==> src/rtl/lmdpl_pkg.sv <==
// Shared definitions for the LMDPL masked gate family: phase encodings, stage
// encoding and the NAND mask-table function used to build the evaluation table.
package lmdpl_pkg;

    localparam logic PRECHARGE = 1'b1;
    localparam logic EVALUATE  = 1'b0;

    localparam logic [31:0] XS_SEED = 32'h2545_F491;

    typedef enum logic [1:0] {
        S_IDLE = 2'd0,
        S_PRE  = 2'd1,
        S_EVAL = 2'd2
    } stage_e;

    // Entry {i1,i0} holds the masked true-rail value for masked operands a=i1, b=i0.
    function automatic logic [3:0] lmdpl_table(input logic m0, input logic m1, input logic mo);
        logic [3:0] t;
        logic [1:0] idx;
        t = 4'b0000;
        for (int i = 0; i < 4; i++) begin
            idx  = 2'(i);
            t[i] = ~((idx[1] ^ m0) & (idx[0] ^ m1)) ^ mo;
        end
        return t;
    endfunction

endpackage

==> src/rtl/lmdpl_mask_table.sv <==
// Combinational NAND mask table: maps the latched mask bits to the 4-entry
// lookup that the one-hot selector indexes during evaluation.
module lmdpl_mask_table
    import lmdpl_pkg::*;
(
    input  logic       i_m0,
    input  logic       i_m1,
    input  logic       i_mo,
    output logic [3:0] o_table
);

    assign o_table = lmdpl_table(i_m0, i_m1, i_mo);

endmodule

==> src/rtl/lmdpl_nand_gate.sv <==
// Sequential LMDPL 2-input NAND: operands are held only in masked form, the
// dual-rail pair is built from registers, and the result is unmasked on output.
module lmdpl_nand_gate (
    input  logic clk,
    input  logic rst_n,
    input  logic precharge,
    input  logic in0,
    input  logic in1,
    input  logic m_in0,
    input  logic m_in1,
    input  logic m_out,
    output logic out
);

    import lmdpl_pkg::*;

    stage_e     r_state;
    stage_e     w_state_nxt;
    logic       r_am;
    logic       r_bm;
    logic       r_m0;
    logic       r_m1;
    logic       r_mo;
    logic [3:0] r_oh;
    logic [3:0] r_t;
    logic [3:0] w_table;
    logic       w_y_t;
    logic       w_y_f;
    logic       r_out;

    lmdpl_mask_table u_mask_table (
        .i_m0    (r_m0),
        .i_m1    (r_m1),
        .i_mo    (r_mo),
        .o_table (w_table)
    );

    // NOTE: every register here is reset, including out, so a reset mid-operation
    // leaves no trace of the previous operands or masks.
    always_ff @(posedge clk or negedge rst_n) begin
        if (!rst_n) begin
            r_state <= S_IDLE;
        end else begin
            // NOTE: non-blocking assignment so all state updates see pre-edge values.
            r_state <= w_state_nxt;
        end
    end

    // Evaluation only starts from S_PRE, so evaluate edges after reset with no
    // precharge leave the rails cleared and out untouched.
    always_comb begin
        // NOTE: default first so no path leaves w_state_nxt unassigned (no latch).
        w_state_nxt = r_state;
        if (precharge == PRECHARGE) begin
            w_state_nxt = S_PRE;
        end else begin
            case (r_state)
                S_PRE:   w_state_nxt = S_EVAL;
                S_EVAL:  w_state_nxt = S_EVAL;
                default: w_state_nxt = S_IDLE;
            endcase
        end
    end

    always_ff @(posedge clk or negedge rst_n) begin
        if (!rst_n) begin
            r_am  <= 1'b0;
            r_bm  <= 1'b0;
            r_m0  <= 1'b0;
            r_m1  <= 1'b0;
            r_mo  <= 1'b0;
            r_oh  <= 4'b0000;
            r_t   <= 4'b0000;
            r_out <= 1'b0;
        end else if (precharge == PRECHARGE) begin
            r_am <= in0 ^ m_in0;
            r_bm <= in1 ^ m_in1;
            r_m0 <= m_in0;
            r_m1 <= m_in1;
            r_mo <= m_out;
            r_oh <= 4'b0000;
            r_t  <= 4'b0000;
        end else if (r_state == S_PRE) begin
            r_oh <= 4'b0001 << {r_am, r_bm};
            r_t  <= w_table;
        end else if (r_state == S_EVAL) begin
            // Only a complementary rail pair may update out.
            if ((w_y_t ^ w_y_f) == 1'b1) begin
                r_out <= w_y_t ^ r_mo;
            end
        end
    end

    assign w_y_t = |(r_oh & r_t);
    assign w_y_f = |(r_oh & ~r_t);
    assign out   = r_out;

endmodule

==> config.mk <==
export PLATFORM = sky130hd
export DESIGN_NAME = lmdpl_nand_gate
export DESIGN_NICKNAME = d
export VERILOG_FILES = /design/src/rtl/lmdpl_pkg.sv /design/src/rtl/lmdpl_mask_table.sv /design/src/rtl/lmdpl_nand_gate.sv
export SDC_FILE = /design/constraint.sdc
export NUM_CORES = 1
export LEC_CHECK = 0
export BUFFER_PORTS_ARGS = -buffer_cell sky130_fd_sc_hd__buf_2
export CORE_UTILIZATION = 38
export CTS_BUF_LIST = sky130_fd_sc_hd__clkbuf_16
export DETAILED_ROUTE_END_ITERATION = 10
export GPL_ROUTABILITY_DRIVEN = 0
export SYNTH_ARGS = -nofsm -noshare
export SYNTH_HDL_FRONTEND = slang
export SYNTH_HIERARCHICAL = 1
export SYNTH_SLANG_ARGS = --single-unit
==> constraint.sdc <==
create_clock -name clk -period 2.74 [get_ports clk]
set_input_delay 0 -clock clk [delete_from_list [all_inputs] [get_ports clk]]
set_output_delay 0 -clock clk [all_outputs]
set_load 0.03 [all_outputs]
Word-level counts from Yosys, hierarchy flattened
Index checks and enable logic that the tools add are counted.

word-level totals
  output and inout bits = 1
  flip-flop bits (word level) = 16
  memory bits (writable) = 0
  bits in read-only memories = 0
  memories kept = 0
  word-level logic and storage cells = 46
  latch bits = 0

operators by class
  reductions and logical operators = 5
  div/mod/pow operators = 0
  equality and inequality tests = 2
  mux-type cells = 6
  $lt $le $gt $ge = 0
  bitwise gates (word level) = 23
  shift operators = 1
  multiply operators = 0
  add/subtract/negate cells = 0

operator list
  kind                   count
  $mux W4                4
  $and A4 B4 Y4          2
  $not A1 Y1             8
  $reduce_or A4 Y1       2
  $xor A1 B1 Y1          8
  $and A1 B1 Y1          4
  $mux W2                2
  $not A4 Y4             1
  $reduce_and A4 Y1      1
  $shl A1 B2 Y4 const A  1
  $eq A2 B1 Y1 const B   1
  $eq A2 B2 Y1 const B   1
  $reduce_bool A2 Y1     1
  $reduce_or A2 Y1       1

Logic depth before layout (Yosys ltp)
  depth in word-level cells = 6
  depth in mapped cells = 6
  depth with buffers taken out = 6

By module
The synthesis kept the hierarchy.

modules (own cells, without submodules)
  module            cells each  instances  area each (um^2)  sequential area each (um^2)
  lmdpl_nand_gate   70          1          754.5             400.4
  lmdpl_mask_table  8           1          57.6              0.0

Worst setup path before layout
Ideal clock, no wire load.

  kind = register to register
  from = register r_oh[0]
  to = register r_out (netlist: out)
  clock period less this slack = 1.265 ns
  arrival time = 1.143 ns
  cell stages (with the launch flop) = 5
  path buffers = 0
  setup slack = 1.475 ns
  path through = dfrtp_1 > a22oi_1 > o311ai_1 > o22a_1 > o221a_2

between the ends
  longest elaborated chain between the ends = 4

RTL lines
  item                                        RTL line                                      RTL
  start: declaration                          lmdpl_nand_gate.sv:24                         logic [3:0] r_oh;
  start signal: assignment                    lmdpl_nand_gate.sv:84                         r_oh <= 4'b0001 << {r_am, r_bm};
  $and A4 B4 Y4, on equally long branches     lmdpl_nand_gate.sv:94, lmdpl_nand_gate.sv:95
  $reduce_or A4 Y1, on equally long branches  lmdpl_nand_gate.sv:94, lmdpl_nand_gate.sv:95
  $xor A1 B1 Y1                               lmdpl_nand_gate.sv:88                         if ((w_y_t ^ w_y_f) == 1'b1) begin
  $reduce_and A4 Y1 (no source line)          -
  end signal: assignment                      lmdpl_nand_gate.sv:89                         r_out <= w_y_t ^ r_mo;
  end: declaration                            lmdpl_nand_gate.sv:29                         logic r_out;

Several ways; a longest one is shown, not always the timed one.
A chain may end at the register's enable or synchronous reset.

Worst setup path after layout
  from = register r_state[1]
  to = register r_out (netlist: out)

between the ends
  longest elaborated chain between the ends = 3

RTL lines
  item                                  RTL line               RTL
  start: declaration                    lmdpl_nand_gate.sv:17  stage_e r_state;
  start signal: assignment              lmdpl_nand_gate.sv:45  r_state <= w_state_nxt;
  $eq A2 B1 Y1                          lmdpl_nand_gate.sv:83  end else if (r_state == S_PRE) begin
  $not A1 Y1 (no source line)           -
  $reduce_and A4 Y1 (no source line) *  -

Every way passes the cells marked *; elsewhere a longest branch is shown, timed or not.

==> run_summary.xml <==
<?xml version="1.0" encoding="UTF-8"?>
<metrics>
  <group name="global_route">
    <metric name="grtUsageMet3" unit="">0.0519</metric>
    <metric name="globalRoute.totalOverflow" unit="">0</metric>
    <metric name="global_route.usage.met2" unit="">0.219</metric>
    <metric name="grt_busiest_layer" unit="">met2</metric>
    <metric name="use_met1" unit="">0.187</metric>
    <metric name="vias_in_the_first_global_route" unit="">548</metric>
    <metric name="grt_start_max_net_pins" unit="">19</metric>
    <metric name="globalRouteTotalUtil" unit="">0.151</metric>
    <metric name="grt_pass1_wl" unit="mm">2.33</metric>
    <metric name="number_of_antenna_violations_at_the_first_check_in_global_routing" unit="">0</metric>
  </group>
  <group name="timing">
    <metric name="clock-skew-final" unit="ns">0.000897</metric>
    <metric name="finalCritPeriodShare" unit="">0.572</metric>
    <metric name="max_clock_freq" unit="MHz">638</metric>
    <metric name="final_setup_violation_count" unit="">0</metric>
    <metric name="total_negative_setup_slack" unit="ns">0</metric>
    <metric name="holdWs" unit="ns">0.0153</metric>
    <metric name="tightestPinTransition" unit="ns">0.450</metric>
    <metric name="final_period_minus_worst_setup_slack" unit="ns">1.57</metric>
    <metric name="slew_headroom" unit="">0.700</metric>
    <metric name="hold_violations" unit="">0</metric>
    <metric name="grt_setup_unrepaired" unit="">no</metric>
    <metric name="maxSlewViolCount" unit="">0</metric>
  </group>
  <group name="die">
    <metric name="std_cell_rows" unit="">16</metric>
    <metric name="ios" unit="">9</metric>
    <metric name="floorplan.die_area" unit="µm²">2330</metric>
    <metric name="floorplan.initialDensity" unit="">0.410</metric>
    <metric name="die_height" unit="µm">48.2</metric>
    <metric name="die_w" unit="µm">48.2</metric>
    <metric name="core_region_area" unit="µm²">1980</metric>
  </group>
  <group name="cts">
    <metric name="clock_tree.root_cell" unit="">sky130_fd_sc_hd__clkbuf_16</metric>
    <metric name="cts_max_path_buffers" unit="">2</metric>
    <metric name="cts-htree-levels" unit="">1</metric>
    <metric name="path_clk_slew" unit="ns">0.05</metric>
    <metric name="cts_sinks" unit="">16</metric>
    <metric name="cts_tree" unit="">built</metric>
    <metric name="worst_skew_pair.late_latency" unit="ns">0.24</metric>
    <metric name="cts_made_buffers" unit="">3</metric>
  </group>
  <group name="route">
    <metric name="routed_wl" unit="mm">1.37</metric>
    <metric name="detailroute.via_count" unit="">585</metric>
    <metric name="post_dr_wirelength_cell" unit="µm">11.9</metric>
    <metric name="detail_route.first_pass.iterations" unit="">4</metric>
    <metric name="route.detailed.vias_per_inst" unit="">5.09</metric>
    <metric name="detail-route-antenna-nets" unit="">0</metric>
    <metric name="drc_errors" unit="">0</metric>
    <metric name="initialDrtViolationCount" unit="">7</metric>
  </group>
  <group name="setup_path">
    <metric name="crit_start" unit="">r_state[1]</metric>
    <metric name="kind_of_end_point_of_the_critical_path" unit="">flop</metric>
    <metric name="slowest_stage" unit="">sky130_fd_sc_hd__ha_1</metric>
    <metric name="timing.rr.start" unit="">r_state[1]</metric>
    <metric name="cp_cell_sequence" unit="">inv_1 &gt; ha_1 &gt; nor2_1 &gt; and2_1 &gt; a32oi_1 &gt; o221a_2</metric>
    <metric name="worst_path_largest_cell_delay" unit="ns">0.42</metric>
    <metric name="arr_time_crit_path" unit="ns">1.75</metric>
    <metric name="crit_required" unit="ns">2.92</metric>
    <metric name="worst_path_max_fanout" unit="">12</metric>
    <metric name="worst_setup_path_category" unit="">flop to flop</metric>
    <metric name="cp-start-kind" unit="">flop</metric>
  </group>
  <group name="power">
    <metric name="combinationalPowerShare" unit="">0.140</metric>
    <metric name="power_switching_share" unit="">0.235</metric>
    <metric name="leakage" unit="nW">0.425</metric>
    <metric name="vdd.ir_drop.worst" unit="mV">0.395</metric>
    <metric name="report.power.total" unit="µW">648</metric>
    <metric name="switchingPower" unit="µW">152</metric>
    <metric name="power.density" unit="nW/µm²">670</metric>
    <metric name="share_clk_of_total_power" unit="">0.428</metric>
    <metric name="seq_power_share" unit="">0.432</metric>
    <metric name="internal_power" unit="µW">496</metric>
  </group>
  <group name="final_layout">
    <metric name="num-fill-cells" unit="">182</metric>
    <metric name="proportion_of_layout_cells_with_a_drive_suffix_above_1" unit="">0.182</metric>
    <metric name="insertedDiodeCount" unit="">0</metric>
    <metric name="nNetsFinal" unit="">100</metric>
    <metric name="area_growth" unit="%">19.1</metric>
  </group>
  <group name="placed_design">
    <metric name="port-buffer-count" unit="">8</metric>
    <metric name="dp.final_hpwl" unit="µm">965</metric>
  </group>
  <group name="logic_synthesis">
    <metric name="yosys.area.top_type" unit="">sky130_fd_sc_hd__dfrtp_1</metric>
    <metric name="seq_area_frac_synth" unit="">0.493</metric>
    <metric name="syn-num-nets" unit="">88</metric>
    <metric name="netlist_area" unit="µm²">812</metric>
    <metric name="syn_avg_cell_area" unit="µm²">10.4</metric>
    <metric name="synth_top_area_frac" unit="">0.493</metric>
    <metric name="synth.top_cells.by_area" unit="">sky130_fd_sc_hd__dfrtp_1 49%, sky130_fd_sc_hd__mux2i_1 6.2%, sky130_fd_sc_hd__xnor2_1 5.4%, sky130_fd_sc_hd__nor2_1 5.1%, sky130_fd_sc_hd__mux2_2 4.2%</metric>
    <metric name="yosys.cell_types.count" unit="">25</metric>
    <metric name="synthCells" unit="">78</metric>
    <metric name="ys_seq_elements" unit="">16</metric>
    <metric name="synth-warning-count" unit="">6</metric>
  </group>
  <group name="worst_hold_path">
    <metric name="worst_hold_path_type" unit="">input port to flop</metric>
    <metric name="min-delay-start" unit="">m_in1</metric>
  </group>
  <group name="run_status">
    <metric name="status" unit="">complete, no violations</metric>
  </group>
  <group name="run">
    <metric name="drv.max_cap_violation_count" unit="">0</metric>
  </group>
</metrics>
-- per-layer routing --
layer,part of all wire,vias up
met5,0,-
met4,0.020,0
met3,0.041,4
met2,0.46,14
met1,0.47,280
li1,-,287
-- cell usage after synthesis --
library cell / n
sky130_fd_sc_hd__buf_1: 1
sky130_fd_sc_hd__nand2b_1: 3
sky130_fd_sc_hd__o22ai_1: 2
sky130_fd_sc_hd__xor2_1: 1
sky130_fd_sc_hd__a311oi_1: 1
sky130_fd_sc_hd__o311ai_1: 1
sky130_fd_sc_hd__and2b_2: 1
sky130_fd_sc_hd__a22oi_1: 2
sky130_fd_sc_hd__and2_1: 1
sky130_fd_sc_hd__nor2b_1: 2
sky130_fd_sc_hd__xnor2_1: 5
sky130_fd_sc_hd__nor2_1: 11
sky130_fd_sc_hd__ha_1: 2
sky130_fd_sc_hd__a32oi_1: 1
sky130_fd_sc_hd__mux2_2: 3
sky130_fd_sc_hd__nand3_1: 1
sky130_fd_sc_hd__o22a_1: 1
sky130_fd_sc_hd__a21oi_1: 5
sky130_fd_sc_hd__mux2i_1: 5
sky130_fd_sc_hd__dfrtp_1: 16
sky130_fd_sc_hd__buf_2: 2
sky130_fd_sc_hd__inv_1: 6
sky130_fd_sc_hd__nand3b_1: 2
sky130_fd_sc_hd__nand2_1: 2
sky130_fd_sc_hd__o221a_2: 1
-- path summary, 6_finish.rpt --
kind,to,slack (ns),cells past startpoint
max,out,1.17,6
min,r_m1,0.02,2
max reg2reg,out,1.17,6
min reg2reg,r_state[1],0.53,2
max in group asynchronous,out,2.27,2
min in group asynchronous,r_oh[3],0.20,2
-- critical path, delay by kind of cell (launching register included) --
family | cells | cell delay [ns]
buffers and inverters | 1 | 0.06
DFF | 1 | 0.37
and+or+nand+nor | 2 | 0.28
AOI/OAI and AO/OA | 2 | 0.38
adders and majority gates | 1 | 0.42
-- power by group through the flow --
| stage | Sequential [mW] | Combinational, mW | Clock, mW |
|---|---|---|---|
| floorplan | 0.279 | 0.0685 | 0 |
| global placement | 0.283 | 0.0863 | 0 |
| detailed placement | 0.284 | 0.0890 | 0 |
| CTS | 0.280 | 0.0917 | 0.283 |
| global route | 0.284 | 0.103 | 0.293 |
| finish | 0.280 | 0.0905 | 0.278 |
-- final cells by class --
type | count | area [µm²] | share of cell area
clock buffer | 3 | 75.1 | 0.0776
sequential | 16 | 400 | 0.414
inverter | 6 | 22.5 | 0.0233
timing repair buffer | 10 | 60.1 | 0.0621
multi-input combinational | 53 | 375 | 0.388
tap | 27 | 33.8 | 0.0349
-- layout by cell type, fill, tap and decap left out --
cell type,synthesis,routed
sky130_fd_sc_hd__and2b_2,1,1
sky130_fd_sc_hd__a32oi_1,1,1
sky130_fd_sc_hd__buf_2,2,8
sky130_fd_sc_hd__a311oi_1,1,1
sky130_fd_sc_hd__nand2b_1,3,3
sky130_fd_sc_hd__and2_1,1,1
sky130_fd_sc_hd__inv_1,6,6
sky130_fd_sc_hd__nand2_1,2,2
sky130_fd_sc_hd__clkbuf_16,0,3
sky130_fd_sc_hd__nand3b_1,2,2
sky130_fd_sc_hd__o22a_1,1,1
sky130_fd_sc_hd__nand3_1,1,1
sky130_fd_sc_hd__a22oi_1,2,2
sky130_fd_sc_hd__xor2_1,1,1
sky130_fd_sc_hd__dfrtp_1,16,16
sky130_fd_sc_hd__ha_1,2,2
sky130_fd_sc_hd__mux2i_1,5,5
sky130_fd_sc_hd__a21oi_1,5,5
sky130_fd_sc_hd__mux2_2,3,3
sky130_fd_sc_hd__o22ai_1,2,2
sky130_fd_sc_hd__nor2b_1,2,2
sky130_fd_sc_hd__dlygate4sd3_1,0,2
sky130_fd_sc_hd__nor2_1,11,11
sky130_fd_sc_hd__o221a_2,1,1
sky130_fd_sc_hd__o311ai_1,1,1
sky130_fd_sc_hd__xnor2_1,5,5
-- repair_timing --
action | 4_1_cts | 5_1_grt
resized for setup | 0 | 0
hold buffers | 2 | 0
endpoints found under the setup margin | 0 | 0
hold endpoints to repair | 17 | 0
setup buffers | 0 | 0
-- registers in the layout (all words and copies together), names as in the netlist --
signal and count:
out 1, r_m1 1, r_m0 1, r_mo 1
r_bm 1, r_state 2, r_t 4, r_oh 4
r_am 1
-- through the flow --
| step | cells | util | cell area, µm² | setup WS, ns |
|---|---|---|---|---|
| floorplan | 78 | - | 812 | 1.47 |
| global placement | 110 | 0.440 | 872 | 1.22 |
| detailed placement | 110 | 0.440 | 872 | 1.16 |
| CTS | 115 | 0.488 | 967 | 1.16 |
| global route | 115 | 0.488 | 967 | 1.00 |
| finish | 115 | 0.488 | 967 | 1.17 |
-- kinds of logic after synthesis --
family                     after synthesis  share of synthesized area
buffers and inverters                    9                     0.0447
and+or+nand+nor                         23                      0.142
adders and majority gates                2                     0.0308
xor gates and xnor gates                 6                     0.0647
AOI/OAI and AO/OA                       14                      0.122
DFF                                     16                      0.493
muxes                                    8                      0.103
Power figures use the tool's default switching activity.
